## config.mk

```make
export PLATFORM = sky130hd
export DESIGN_NAME = ula_seq_unit
export DESIGN_NICKNAME = d
export VERILOG_FILES = /design/src/rtl/ula_seq_unit.sv
export SDC_FILE = /design/constraint.sdc
export NUM_CORES = 1
export LEC_CHECK = 0
export BUFFER_PORTS_ARGS = -buffer_cell sky130_fd_sc_hd__buf_2
export CELL_PAD_IN_SITES_DETAIL_PLACEMENT = 1
export CELL_PAD_IN_SITES_GLOBAL_PLACEMENT = 2
export CORE_MARGIN = 2
export CORE_UTILIZATION = 34
export DETAILED_ROUTE_END_ITERATION = 7
export HOLD_SLACK_MARGIN = 0.1
export PLACE_DENSITY_LB_ADDON = 0.1
export SLEW_MARGIN = 20
export SYNTH_ARGS = -nofsm -noshare
export SYNTH_HDL_FRONTEND = slang
export SYNTH_SLANG_ARGS = --single-unit
```

## constraint.sdc

```tcl
create_clock -name clk -period 2.89 [get_ports clk]
set_input_delay 0.1445 -clock clk [delete_from_list [all_inputs] [get_ports clk]]
set_output_delay 0.1445 -clock clk [all_outputs]
set_load 0.02 [all_outputs]
```

## src/rtl/ula_seq_unit.sv

```systemverilog
// Sequential ULA: single-cycle ADD/SUB/logic/shift/compare, DATA_WIDTH-cycle shift-add MULT.
// Registered result and flags with a one-cycle DONE pulse per accepted operation.
module ula_seq_unit #(
    parameter int unsigned DATA_WIDTH = 8,
    parameter int unsigned SIGNED_OPS = 0
) (
    input  logic                  clk,
    input  logic                  RST_N,
    input  logic [DATA_WIDTH-1:0] OP_A_IN,
    input  logic [DATA_WIDTH-1:0] OP_B_IN,
    input  logic [3:0]            SEL_ULA_IN,
    input  logic                  START_IN,
    output logic                  BUSY_OUT,
    output logic                  DONE_OUT,
    output logic [DATA_WIDTH-1:0] RESULT_OUT,
    output logic                  COMP_OUT,
    output logic                  OVERFLOW_OUT,
    output logic                  ZERO_OUT
);

    localparam int unsigned SH_W  = $clog2(DATA_WIDTH) + 1;
    localparam int unsigned CNT_W = $clog2(DATA_WIDTH);
    localparam int unsigned PW    = 2 * DATA_WIDTH;
    localparam int unsigned MSB   = DATA_WIDTH - 1;

    localparam logic [SH_W-1:0]  ShLimit  = SH_W'(DATA_WIDTH);
    localparam logic [CNT_W-1:0] CntStart = CNT_W'(DATA_WIDTH - 1);

    localparam logic [3:0] OpAdd    = 4'h0;
    localparam logic [3:0] OpSub    = 4'h1;
    localparam logic [3:0] OpMult   = 4'h2;
    localparam logic [3:0] OpLshift = 4'h3;
    localparam logic [3:0] OpRshift = 4'h4;
    localparam logic [3:0] OpOr     = 4'h5;
    localparam logic [3:0] OpAnd    = 4'h6;
    localparam logic [3:0] OpXor    = 4'h7;
    localparam logic [3:0] OpNot    = 4'h8;
    localparam logic [3:0] OpEq     = 4'h9;
    localparam logic [3:0] OpNe     = 4'hA;
    localparam logic [3:0] OpGt     = 4'hB;
    localparam logic [3:0] OpLt     = 4'hC;
    localparam logic [3:0] OpGe     = 4'hD;
    localparam logic [3:0] OpLe     = 4'hE;

    typedef enum logic [1:0] {
        StIdle,
        StExec,
        StMult
    } state_e;

    state_e                state_q, state_d;
    logic [DATA_WIDTH-1:0] a_q, a_d;
    logic [DATA_WIDTH-1:0] b_q, b_d;
    logic [3:0]            sel_q, sel_d;
    logic [PW-1:0]         mcand_q, mcand_d;
    logic [PW-1:0]         acc_q, acc_d;
    logic [CNT_W-1:0]      cnt_q, cnt_d;
    logic [DATA_WIDTH-1:0] result_q, result_d;
    logic                  comp_q, comp_d;
    logic                  ovf_q, ovf_d;
    logic                  zero_q, zero_d;
    logic                  done_q, done_d;

    // Single-cycle datapath, operating on the latched operands
    logic [DATA_WIDTH:0]   add_w;
    logic [DATA_WIDTH:0]   sub_w;
    logic                  add_sovf;
    logic                  sub_sovf;
    logic [SH_W-1:0]       sh_amt;
    logic                  sh_big;
    logic [PW-1:0]         shl_w;
    logic [DATA_WIDTH-1:0] shr_w;
    logic                  eq;
    logic                  lt;
    logic [DATA_WIDTH-1:0] alu_res;
    logic                  alu_comp;
    logic                  alu_ovf;
    logic [PW-1:0]         acc_step;

    assign add_w    = {1'b0, b_q} + {1'b0, a_q};
    assign sub_w    = {1'b0, b_q} - {1'b0, a_q};
    assign add_sovf = (a_q[MSB] == b_q[MSB]) && (add_w[MSB] != b_q[MSB]);
    assign sub_sovf = (a_q[MSB] != b_q[MSB]) && (sub_w[MSB] != b_q[MSB]);

    assign sh_amt = a_q[SH_W-1:0];
    assign sh_big = (sh_amt >= ShLimit);
    assign shl_w  = {{DATA_WIDTH{1'b0}}, b_q} << sh_amt;
    assign shr_w  = b_q >> sh_amt;

    assign eq = (b_q == a_q);
    assign lt = (SIGNED_OPS != 0) ? ($signed(b_q) < $signed(a_q)) : (b_q < a_q);

    always_comb begin
        alu_res  = '0;
        alu_comp = 1'b0;
        alu_ovf  = 1'b0;
        case (sel_q)
            OpAdd: begin
                alu_res = add_w[DATA_WIDTH-1:0];
                alu_ovf = (SIGNED_OPS != 0) ? add_sovf : add_w[DATA_WIDTH];
            end
            OpSub: begin
                // Bit DATA_WIDTH of the widened difference is the unsigned borrow
                alu_res = sub_w[DATA_WIDTH-1:0];
                alu_ovf = (SIGNED_OPS != 0) ? sub_sovf : sub_w[DATA_WIDTH];
            end
            OpLshift: begin
                if (sh_big) begin
                    alu_ovf = |b_q;
                end else begin
                    alu_res = shl_w[DATA_WIDTH-1:0];
                    alu_ovf = |shl_w[PW-1:DATA_WIDTH];
                end
            end
            OpRshift: begin
                if (!sh_big) begin
                    alu_res = shr_w;
                end
            end
            OpOr:  alu_res = b_q | a_q;
            OpAnd: alu_res = b_q & a_q;
            OpXor: alu_res = b_q ^ a_q;
            OpNot: alu_res = ~a_q;
            OpEq:  alu_comp = eq;
            OpNe:  alu_comp = !eq;
            OpGt:  alu_comp = !lt && !eq;
            OpLt:  alu_comp = lt;
            OpGe:  alu_comp = !lt;
            OpLe:  alu_comp = lt || eq;
            default: ;
        endcase
    end

    assign acc_step = acc_q + (b_q[0] ? mcand_q : '0);

    always_comb begin
        state_d  = state_q;
        a_d      = a_q;
        b_d      = b_q;
        sel_d    = sel_q;
        mcand_d  = mcand_q;
        acc_d    = acc_q;
        cnt_d    = cnt_q;
        result_d = result_q;
        comp_d   = comp_q;
        ovf_d    = ovf_q;
        zero_d   = zero_q;
        done_d   = 1'b0;

        unique case (state_q)
            StIdle: begin
                if (START_IN) begin
                    a_d     = OP_A_IN;
                    b_d     = OP_B_IN;
                    sel_d   = SEL_ULA_IN;
                    mcand_d = {{DATA_WIDTH{1'b0}}, OP_A_IN};
                    acc_d   = '0;
                    cnt_d   = CntStart;
                    state_d = (SEL_ULA_IN == OpMult) ? StMult : StExec;
                end
            end
            StExec: begin
                result_d = alu_res;
                comp_d   = alu_comp;
                ovf_d    = alu_ovf;
                zero_d   = (alu_res == '0);
                done_d   = 1'b1;
                state_d  = StIdle;
            end
            StMult: begin
                acc_d   = acc_step;
                mcand_d = mcand_q << 1;
                b_d     = b_q >> 1;
                cnt_d   = cnt_q - CNT_W'(1);
                // Last step: the completing partial sum is committed directly
                if (cnt_q == '0) begin
                    result_d = acc_step[DATA_WIDTH-1:0];
                    comp_d   = 1'b0;
                    ovf_d    = |acc_step[PW-1:DATA_WIDTH];
                    zero_d   = (acc_step[DATA_WIDTH-1:0] == '0);
                    done_d   = 1'b1;
                    state_d  = StIdle;
                end
            end
            default: state_d = StIdle;
        endcase
    end

    always_ff @(posedge clk) begin
        if (!RST_N) begin
            state_q  <= StIdle;
            a_q      <= '0;
            b_q      <= '0;
            sel_q    <= '0;
            mcand_q  <= '0;
            acc_q    <= '0;
            cnt_q    <= '0;
            result_q <= '0;
            comp_q   <= 1'b0;
            ovf_q    <= 1'b0;
            zero_q   <= 1'b0;
            done_q   <= 1'b0;
        end else begin
            state_q  <= state_d;
            a_q      <= a_d;
            b_q      <= b_d;
            sel_q    <= sel_d;
            mcand_q  <= mcand_d;
            acc_q    <= acc_d;
            cnt_q    <= cnt_d;
            result_q <= result_d;
            comp_q   <= comp_d;
            ovf_q    <= ovf_d;
            zero_q   <= zero_d;
            done_q   <= done_d;
        end
    end

    assign BUSY_OUT     = (state_q != StIdle);
    assign DONE_OUT     = done_q;
    assign RESULT_OUT   = result_q;
    assign COMP_OUT     = comp_q;
    assign OVERFLOW_OUT = ovf_q;
    assign ZERO_OUT     = zero_q;

endmodule
```

==> qor.json, run 1 <==
{
  "floorplan": {
    "dieArea_um2": 17300,
    "core-area_um2": 15900,
    "floorplan.rows": 46,
    "die-width_um": 132,
    "io_pins": 36,
    "start_util_pct": 34.9,
    "chipHeight_um": 132
  },
  "layout": {
    "post_route_cells_drive_above_1_share_pct": 16.4,
    "fin_nets": 807,
    "multiInputGateArea_um2": 3870,
    "stdcell_count": 955,
    "layout.filler_cells": 1938,
    "area.growth.synth_to_final_pct": 18.7,
    "seq_area_um2": 1380,
    "num_antenna_cells": 0
  },
  "route": {
    "via_per_inst": 5.72,
    "routed_wl_mm": 20.1,
    "antenna_nets_post_route": 0,
    "first_iter_violations": 217,
    "post_drt_wl_per_cell_um": 21.0,
    "firstDrtPassIters": 4,
    "drt_drc_violations_left": 0,
    "detailed_route_via_count": 5459
  },
  "yosys": {
    "syn-cell-area_um2": 5540,
    "syn_nets": 757,
    "yosysSeqAreaShare_pct": 24.9,
    "dominantRegCellSynth": "sky130_fd_sc_hd__dfxtp_1",
    "number_of_instances_in_the_synthesized_netlist": 685,
    "ys_seq_elements": 69,
    "synth_edf_count": 0,
    "yosys_warnings": 0,
    "postSynthAreaPerCell_um2": 8.08,
    "yosysUniqueCellTypes": 77,
    "asyncSetResetFlopFracSynth_pct": 0
  },
  "pwr": {
    "power_density_nw_per_um2": 472,
    "power_switching_mw": 1.00,
    "max-vdd-ir-drop_mv": 0.244,
    "netSwitchingFraction_pct": 32.3,
    "power.sequential.fraction_pct": 33.8,
    "static-leakage-power_nw": 2.66,
    "combPwrFrac_pct": 26.6,
    "cell_internal_pwr_mw": 2.10,
    "clock_power_share_pct": 39.7
  },
  "clock_network": {
    "worstSkewPairLatency_ps": 350,
    "cts_made_buffers": 9,
    "worst_setup_hold_path_clk_slew_ps": 70,
    "htree_levels": 3,
    "clk_root_buffer_cell": "sky130_fd_sc_hd__clkbuf_16",
    "cts.path.max_buffers": 2,
    "numClockSinks": 69,
    "cts_tree": "yes",
    "postCtsSetupRepairBufs": 0
  },
  "timing": {
    "max-slew-margin-rel_pct": 55.4,
    "finalSetupViolations": 0,
    "worst_case_setup_margin_in_the_final_layout_ps": 116,
    "hold_violations": 0,
    "maxClockFrequency_mhz": 360,
    "timing_max_transition_violations_final": 0,
    "hold_ws_ps": 120,
    "period_minus_slack_ps": 2770,
    "rsz_0062_raised_after_global_routing": "yes",
    "final_min_period_over_clock_period_pct": 96.0,
    "tightestPinTransition_ps": 670,
    "fin_skew_ps": 13.5
  },
  "worst_setup_path": {
    "type_of_the_worst_setup_path": "flop to flop",
    "worst_r2r_startpoint": "b_q[0]",
    "cp.required_ps": 3120,
    "cp.buffers_inverters": 1,
    "critical_path_launch_point_type": "flop",
    "critical-path-top-delay-family": "compound AO/OA/AOI/OAI gates",
    "arrival_ps": 3000,
    "slowest_stage": "sky130_fd_sc_hd__fa_1",
    "path_cells": "buf_4 -> and2_1 -> ha_1 -> fa_1 -> a21oi_2 -> o21ai_0 -> a21oi_1 -> xnor2_1 -> nor3_1 -> a32o_1 -> a32o_2",
    "critical_path.max_fanout": 17,
    "critPathCaptureType": "flop",
    "crit_path_max_incr_delay_ps": 430,
    "setup.worst_path.start": "b_q[0]"
  },
  "place": {
    "io_buffers": 35,
    "post-place-cells": 929,
    "gp_congestion": 0.913,
    "hpwl_mm": 15.3,
    "preCtsSetupSlack_ps": -57.4
  },
  "global_routing": {
    "maximum_number_of_pins_on_one_net_before_global_route_repair": 57,
    "grt_antenna_before_repair": 0,
    "globalRouteTotalUtil_pct": 23.2,
    "grt_first_pass_wirelength_mm": 31.6,
    "grt_pass1_vias": 5633,
    "grt.overflow.total": 0
  },
  "flow_run": {
    "drv.max_cap_violation_count": 0
  },
  "hold_path": {
    "min_from": "OP_A_IN[2]",
    "min_path_type": "input port to flop"
  },
  "outcome": {
    "outcome": "finished, final reports clean"
  }
}
[path summary, 6_finish.rpt]
kind                                      end  slack (ps)  depth (start not counted)
worst min-delay path                   a_q[2]         120                          3
worst min register to register  RESULT_OUT[1]         450                          2
worst max register to register       ZERO_OUT         120                         11
worst max-delay path                 ZERO_OUT         120                         11
[worst reg2reg max path, delay by kind of cell, from the launching register on]
family                   cells  cell delay [ps]
AO/OA/AOI/OAI                5             1000
adder cells (fa/ha/maj)      2              650
flip-flops                   1              340
AND/OR/NAND/NOR              2              280
buffers and inverters        1              200
XOR/XNOR                     1              200
[flip-flops by register name, indices dropped and copies added (netlist names), 2 cells and up]
register,flops
sel_q,4
cnt_q,3
RESULT_OUT,8
state_q,2
a_q,8
acc_q,16
mcand_q,16
b_q,8
[placed cells by master (no fill, tap or decap), drive strengths merged, types with 5 or more instances in the layout]
cell type	n
nand2	55
o221ai	5
o211ai	8
xor2	5
o21a	6
and2	22
nand2b	6
o21ai	26
a22oi	21
nand3	8
nor2b	5
buf	77
a21o	5
and3	6
a21oi	51
o211a	5
xnor2	8
dlygate4sd3	11
clkbuf	10
ha	46
inv	34
a211oi	23
dfxtp	69
nor2	72
nor3	18
o21bai	7
o22ai	6
mux2i	26
mux4	7
[layout make-up]
class | count | area share, %
Clock buffer | 10 | 3.64
Clock inverter | 5 | 1.28
Inverter | 35 | 2.00
Multi-Input combinational cell | 532 | 58.8
Sequential cell | 69 | 21.0
Tap cell | 216 | 4.11
Timing Repair Buffer | 88 | 9.14
[stage by stage]
step | area (um2) | util (%) | power, mW | setup TNS, ps
2_1_floorplan | 5540 | - | 1.57 | 0
3_3_place_gp | 6100 | 38.4 | 1.85 | -56.4
3_5_place_dp | 6100 | 38.4 | 1.86 | -99.1
4_1_cts | 6530 | 41.1 | 3.11 | 0
5_1_grt | 6570 | 41.4 | 3.24 | -21.8
6_report | 6570 | 41.4 | 3.10 | 0
[Yosys cell counts, types with 5 or more instances]
cell type | number | area (um2)
sky130_fd_sc_hd__a211oi_1 | 22 | 165
sky130_fd_sc_hd__o211ai_1 | 8 | 60.1
sky130_fd_sc_hd__a22oi_1 | 21 | 158
sky130_fd_sc_hd__nand2b_1 | 6 | 37.5
sky130_fd_sc_hd__and2_1 | 21 | 131
sky130_fd_sc_hd__a21o_1 | 5 | 37.5
sky130_fd_sc_hd__o21ai_0 | 26 | 130
sky130_fd_sc_hd__o22ai_1 | 6 | 37.5
sky130_fd_sc_hd__mux2i_1 | 26 | 260
sky130_fd_sc_hd__a21oi_1 | 51 | 255
sky130_fd_sc_hd__dfxtp_1 | 69 | 1380
sky130_fd_sc_hd__nand3_1 | 8 | 40.0
sky130_fd_sc_hd__o221ai_1 | 5 | 43.8
sky130_fd_sc_hd__o21a_1 | 6 | 45.0
sky130_fd_sc_hd__and3_1 | 6 | 37.5
sky130_fd_sc_hd__xor2_1 | 5 | 43.8
sky130_fd_sc_hd__inv_1 | 33 | 124
sky130_fd_sc_hd__nand2_1 | 55 | 206
sky130_fd_sc_hd__nor2b_1 | 5 | 31.3
sky130_fd_sc_hd__ha_1 | 46 | 576
sky130_fd_sc_hd__nor3_1 | 16 | 80.1
sky130_fd_sc_hd__o211a_1 | 5 | 50.1
sky130_fd_sc_hd__xnor2_1 | 8 | 70.1
sky130_fd_sc_hd__o21bai_1 | 7 | 52.6
sky130_fd_sc_hd__clkbuf_1 | 34 | 128
sky130_fd_sc_hd__nor2_1 | 72 | 270
sky130_fd_sc_hd__buf_2 | 11 | 55.1
[logic make-up after synthesis]
kind of cell | Yosys count | synth area share, %
buffers and inverters | 84 | 6.15
flip-flops | 69 | 24.9
multiplexers | 37 | 8.56
XOR/XNOR | 13 | 2.06
AND/OR/NAND/NOR | 219 | 19.3
AO/OA/AOI/OAI | 214 | 27.5
adder cells (fa/ha/maj) | 49 | 11.5
[power groups by stage]
stage	clock, mW	sequential, mW	combinational [mW]
after floorplan	0	1.07	0.505
after global placement	0	1.07	0.784
after detailed placement	0	1.07	0.796
after CTS	1.25	1.05	0.812
after global routing	1.29	1.05	0.900
final	1.23	1.05	0.825
[timing repair]
item                       4_1_cts  5_1_grt
hold endpoints to repair        11        0
gates resized for setup          2        8
hold buffers                    11        0
setup endpoints to repair        3        7
[per-layer routing]
metal	global-route usage (%)	part of all wire [%]	vias up
li1	-	-	2620
met2	40.3	50	89
met4	10.9	3.8	0
met1	28.4	44	2717
met3	2.89	2.4	33
met5	0	0	-
Note: power is estimated with default switching activity, not from simulation.
==> inputs of run 2 (changes only) <==
Settings changed: CELL_PAD_IN_SITES_GLOBAL_PLACEMENT 2 to 1, CORE_UTILIZATION 34 to 40.
==> qor.json, run 2 (synthesis gave the netlist of run 1 again) <==
{
  "outcome": {
    "outcome": "finished, final reports clean"
  },
  "global_routing": {
    "groute.layer.met3.usage_pct": 3.79,
    "grt.overflow.total": 0,
    "busiest_layer": "met2",
    "gr-usage-met2_pct": 49.3,
    "grt_pass1_vias": 5773,
    "globalRouteTotalUtil_pct": 28.0,
    "maximum_number_of_pins_on_one_net_before_global_route_repair": 61,
    "grt_first_pass_wirelength_mm": 31.8,
    "grt.met1_usage_pct": 33.8,
    "grt_antenna_before_repair": 0
  },
  "timing": {
    "period_minus_slack_ps": 2750,
    "timing_max_transition_violations_final": 0,
    "max-slew-margin-rel_pct": 55.8,
    "final_min_period_over_clock_period_pct": 95.3,
    "tightestPinTransition_ps": 664,
    "maxClockFrequency_mhz": 363,
    "fin_skew_ps": 6.31,
    "hold_ws_ps": 115,
    "tns_ps": 0,
    "finalSetupViolations": 0,
    "hold_violations": 0
  },
  "floorplan": {
    "dieArea_um2": 14800,
    "chipHeight_um": 122,
    "floorplan.rows": 42,
    "start_util_pct": 41.3,
    "core-area_um2": 13400,
    "die-width_um": 122,
    "io_pins": 36
  },
  "layout": {
    "layout.filler_cells": 1641,
    "post_route_cells_drive_above_1_share_pct": 16.4,
    "mostFrequentLayoutCell": "sky130_fd_sc_hd__nor2_1",
    "area.growth.synth_to_final_pct": 17.6,
    "num_antenna_cells": 0,
    "largest_registers_ranked_by_flip_flop_count": "acc_q x16, mcand_q x16",
    "multiInputGateArea_um2": 3860,
    "final_cell_mix": "sky130_fd_sc_hd__nor2_1, sky130_fd_sc_hd__dfxtp_1, sky130_fd_sc_hd__nand2_1, sky130_fd_sc_hd__a21oi_1, sky130_fd_sc_hd__ha_1",
    "seq_area_um2": 1380,
    "fin_nets": 807
  },
  "route": {
    "antenna_nets_post_route": 0,
    "detailed_route_via_count": 5506,
    "firstDrtPassIters": 5,
    "drt_drc_violations_left": 0,
    "first_iter_violations": 321,
    "via_per_inst": 6.01,
    "routed_wl_mm": 19.8,
    "post_drt_wl_per_cell_um": 21.6
  },
  "place": {
    "io_buffers": 35,
    "gp_congestion": 0.926,
    "hpwl_mm": 15.1
  },
  "pwr": {
    "power.sequential.fraction_pct": 34.1,
    "static-leakage-power_nw": 2.65,
    "power_density_nw_per_um2": 474,
    "power_switching_mw": 1.01,
    "combPwrFrac_pct": 26.4,
    "max-vdd-ir-drop_mv": 0.330,
    "netSwitchingFraction_pct": 32.6,
    "cell_internal_pwr_mw": 2.08,
    "clock_power_share_pct": 39.4
  },
  "clock_network": {
    "cts_made_buffers": 9,
    "cts_tree": "yes",
    "clk_root_buffer_cell": "sky130_fd_sc_hd__clkbuf_16",
    "cts.path.max_buffers": 2,
    "worstSkewPairLatency_ps": 350,
    "worst_setup_hold_path_clk_slew_ps": 60,
    "htree_levels": 3,
    "postCtsSetupRepairBufs": 0,
    "numClockSinks": 69
  },
  "worst_setup_path": {
    "cp.required_ps": 3130,
    "type_of_the_worst_setup_path": "flop to flop",
    "critical_path_launch_point_type": "flop",
    "critPathCaptureType": "flop",
    "critical_path.max_fanout": 10,
    "arrival_ps": 2990
  },
  "hold_path": {
    "min_path_type": "input port to flop"
  },
  "flow_run": {
    "drv.max_cap_violation_count": 0
  }
}
## run 2: power by group through the flow
stage	sequential, mW	clock, mW	combinational [mW]
final	1.05	1.22	0.816
after global routing	1.06	1.28	0.886
after floorplan	1.07	0	0.505
after detailed placement	1.07	0	0.785
after CTS	1.05	1.24	0.802
after global placement	1.07	0	0.763
## run 2: worst max-delay path, stage by stage (launching register included)
cell and delay [ps]:
sky130_fd_sc_hd__dfxtp_2 360, sky130_fd_sc_hd__buf_4 180, sky130_fd_sc_hd__and2_1 160, sky130_fd_sc_hd__ha_1 220, sky130_fd_sc_hd__fa_1 430, sky130_fd_sc_hd__a21oi_2 220
sky130_fd_sc_hd__inv_1 70, sky130_fd_sc_hd__a21oi_1 210, sky130_fd_sc_hd__xnor2_1 220, sky130_fd_sc_hd__nor3_1 80, sky130_fd_sc_hd__a32o_1 280, sky130_fd_sc_hd__a32o_2 210
## run 2: stage by stage
step	power, mW	worst slack, ps	utilization, %	cell area, um2	cells
after floorplan	1.57	25.4	-	5540	685
after global placement	1.83	104	45.1	6050	889
after detailed placement	1.86	-28.5	45.1	6050	889
after CTS	3.09	4.12	48.4	6480	916
after global routing	3.23	-16.6	48.6	6520	916
final	3.09	137	48.6	6520	916
## run 2: metal layers
layer / up-vias / part of all wire [%] / routed length [um]
met2: 113 / 51 / 10200
li1: 2626 / - / -
met4: 0 / 3.9 / 769
met3: 44 / 3.0 / 592
met5: - / 0 / 0
met1: 2723 / 42 / 8260
## run 2: final timing paths
kind / startpoint / end / slack, ps / depth (start not counted)
setup / recovery: b_q[0] / ZERO_OUT / 140 / 11
setup reg to reg: b_q[0] / ZERO_OUT / 140 / 11
hold / removal: OP_A_IN[5] / a_q[5] / 110 / 3
hold reg to reg: RESULT_OUT[0] / RESULT_OUT[0] / 450 / 2
## run 2: what timing repair did
item                                    4_1_cts  5_1_grt
hold buffers                                 11        0
endpoints found under the setup margin        2       10
endpoints found under the hold margin        11        0
resized for setup                             1       10
pin swaps                                     0        2
## run 2: area by class of cell
type / count / share of cell area (%)
Multi-Input combinational cell: 532 / 59.2
Sequential cell: 69 / 21.2
Timing Repair Buffer: 88 / 9.22
Clock buffer: 9 / 3.46
Tap cell: 176 / 3.38
Inverter: 35 / 2.02
Clock inverter: 7 / 1.50
==> inputs of run 3 (changes only) <==
Settings changed: CORE_UTILIZATION 40 to 42.
==> qor.json, run 3 (synthesis gave the netlist of run 1 again) <==
{
  "floorplan": {
    "floorplan.rows": 41,
    "core-area_um2": 12700,
    "chipHeight_um": 119,
    "io_pins": 36,
    "die-width_um": 119,
    "start_util_pct": 43.5,
    "dieArea_um2": 14100
  },
  "layout": {
    "layout.filler_cells": 1583,
    "utilization_pct": 50.9,
    "num_antenna_cells": 0,
    "fin_nets": 803,
    "mostFrequentLayoutCell": "sky130_fd_sc_hd__nor2_1",
    "area.growth.synth_to_final_pct": 16.9,
    "post_route_cells_drive_above_1_share_pct": 16.6,
    "postLayoutCellArea_um2": 6470,
    "final_cell_mix": "sky130_fd_sc_hd__nor2_1, sky130_fd_sc_hd__dfxtp_1, sky130_fd_sc_hd__nand2_1, sky130_fd_sc_hd__a21oi_1, sky130_fd_sc_hd__ha_1",
    "largest_registers_ranked_by_flip_flop_count": "acc_q x16, mcand_q x16"
  },
  "worst_setup_path": {
    "type_of_the_worst_setup_path": "flop to flop",
    "worst-r2r-cell-count": 10,
    "slowest_stage": "sky130_fd_sc_hd__dfxtp_1",
    "critical_path.max_fanout": 18,
    "path_cells": "buf_6 -> inv_1 -> ha_1 -> mux2_2 -> nand3_1 -> a21oi_1 -> a2111oi_4 -> o2111ai_1 -> nor3_2 -> a32o_2",
    "cp.required_ps": 3180,
    "crit_path_max_incr_delay_ps": 450,
    "arrival_ps": 3030,
    "critPathCaptureType": "flop",
    "critical_path_launch_point_type": "flop"
  },
  "global_routing": {
    "maximum_number_of_pins_on_one_net_before_global_route_repair": 38,
    "grt_pass1_vias": 5574,
    "grt_antenna_before_repair": 0,
    "globalRouteTotalUtil_pct": 27.6,
    "grt_first_pass_wirelength_mm": 30.5,
    "grt.overflow.total": 0
  },
  "flow_run": {
    "drv.max_cap_violation_count": 0
  },
  "place": {
    "hpwl_mm": 14.7,
    "gp_congestion": 0.993,
    "io_buffers": 35,
    "placed_area_um2": 6020
  },
  "clock_network": {
    "cts_tree": "yes",
    "worstSkewPairLatency_ps": 350,
    "htree_levels": 3,
    "cts_made_buffers": 9,
    "worst_setup_hold_path_clk_slew_ps": 60,
    "cts.path.max_buffers": 2,
    "clk_root_buffer_cell": "sky130_fd_sc_hd__clkbuf_16",
    "numClockSinks": 69
  },
  "timing": {
    "tns_ps": 0,
    "hold_ws_ps": 110,
    "maxClockFrequency_mhz": 366,
    "final_min_period_over_clock_period_pct": 94.5,
    "period_minus_slack_ps": 2730,
    "max-slew-margin-rel_pct": 28.7,
    "hold_violations": 0,
    "tightestPinTransition_ps": 1070,
    "timing_max_transition_violations_final": 0,
    "finalSetupViolations": 0,
    "fin_skew_ps": 5.81
  },
  "pwr": {
    "power_density_nw_per_um2": 463,
    "static-leakage-power_nw": 2.63,
    "max-vdd-ir-drop_mv": 0.313,
    "total_power_mw": 3.00
  },
  "route": {
    "detailed_route_via_count": 5427,
    "firstDrtPassIters": 5,
    "first_iter_violations": 334,
    "via_per_inst": 5.98,
    "antenna_nets_post_route": 0,
    "post_drt_wl_per_cell_um": 21.0,
    "routed_wl_mm": 19.1,
    "drt_drc_violations_left": 0
  },
  "hold_path": {
    "min_path_type": "input port to flop",
    "hold_depth": 3
  },
  "outcome": {
    "outcome": "finished, final reports clean"
  }
}
-- run 3: routing by layer --
metal  vias to the layer above  track usage (%)  wire length [um]  share of wire, %
li1                       2614                -                 -                 -
met1                      2645             37.3              8760                46
met2                       133             44.1              8980                47
met3                        35             3.30               772               4.0
met4                         0             12.3               568               3.0
met5                         -                0                 0                 0
-- run 3: area by class of cell --
type	count	area (um2)	area share, %
Clock buffer	9	225	3.48
Clock inverter	7	75.1	1.16
Inverter	35	131	2.03
Multi-Input combinational cell	532	3870	59.8
Sequential cell	69	1380	21.4
Tap cell	172	215	3.32
Timing Repair Buffer	84	569	8.80
-- run 3: final timing paths --
check | startpoint | endpoint | slack [ps]
setup / recovery | a_q[0] | ZERO_OUT | 160
hold reg to reg | RESULT_OUT[0] | RESULT_OUT[0] | 450
setup reg to reg | a_q[0] | ZERO_OUT | 160
hold / removal | OP_A_IN[2] | a_q[2] | 110
-- run 3: stage by stage --
step           setup slack, ps  std cells
6_report                   159        908
5_1_grt                  -8.88        908
4_1_cts                   19.4        907
3_5_place_dp              11.4        882
3_3_place_gp               101        882
2_1_floorplan             25.4        685
-- run 3: critical path: cells and delay by family (launching register included) --
kind | cells | cell delay [ps]
AOI/OAI and AO/OA | 4 | 910
DFF | 1 | 450
buffers and inverters | 2 | 410
adders and majority gates | 1 | 390
muxes | 1 | 280
and+or+nand+nor | 2 | 230
-- run 3: timing repair --
item | in CTS | in global routing
setup buffers | 0 | 1
setup endpoints to repair | 1 | 6
resized for setup | 1 | 12
hold buffers | 9 | 0
endpoints found under the hold margin | 9 | 0
pin swaps | 0 | 2
-- run 3: power by group --
group          switching [mW]  total, mW  internal [mW]
Sequential             0.0477       1.05           1.00
Clock                   0.469       1.14          0.672
Combinational           0.495      0.808          0.313
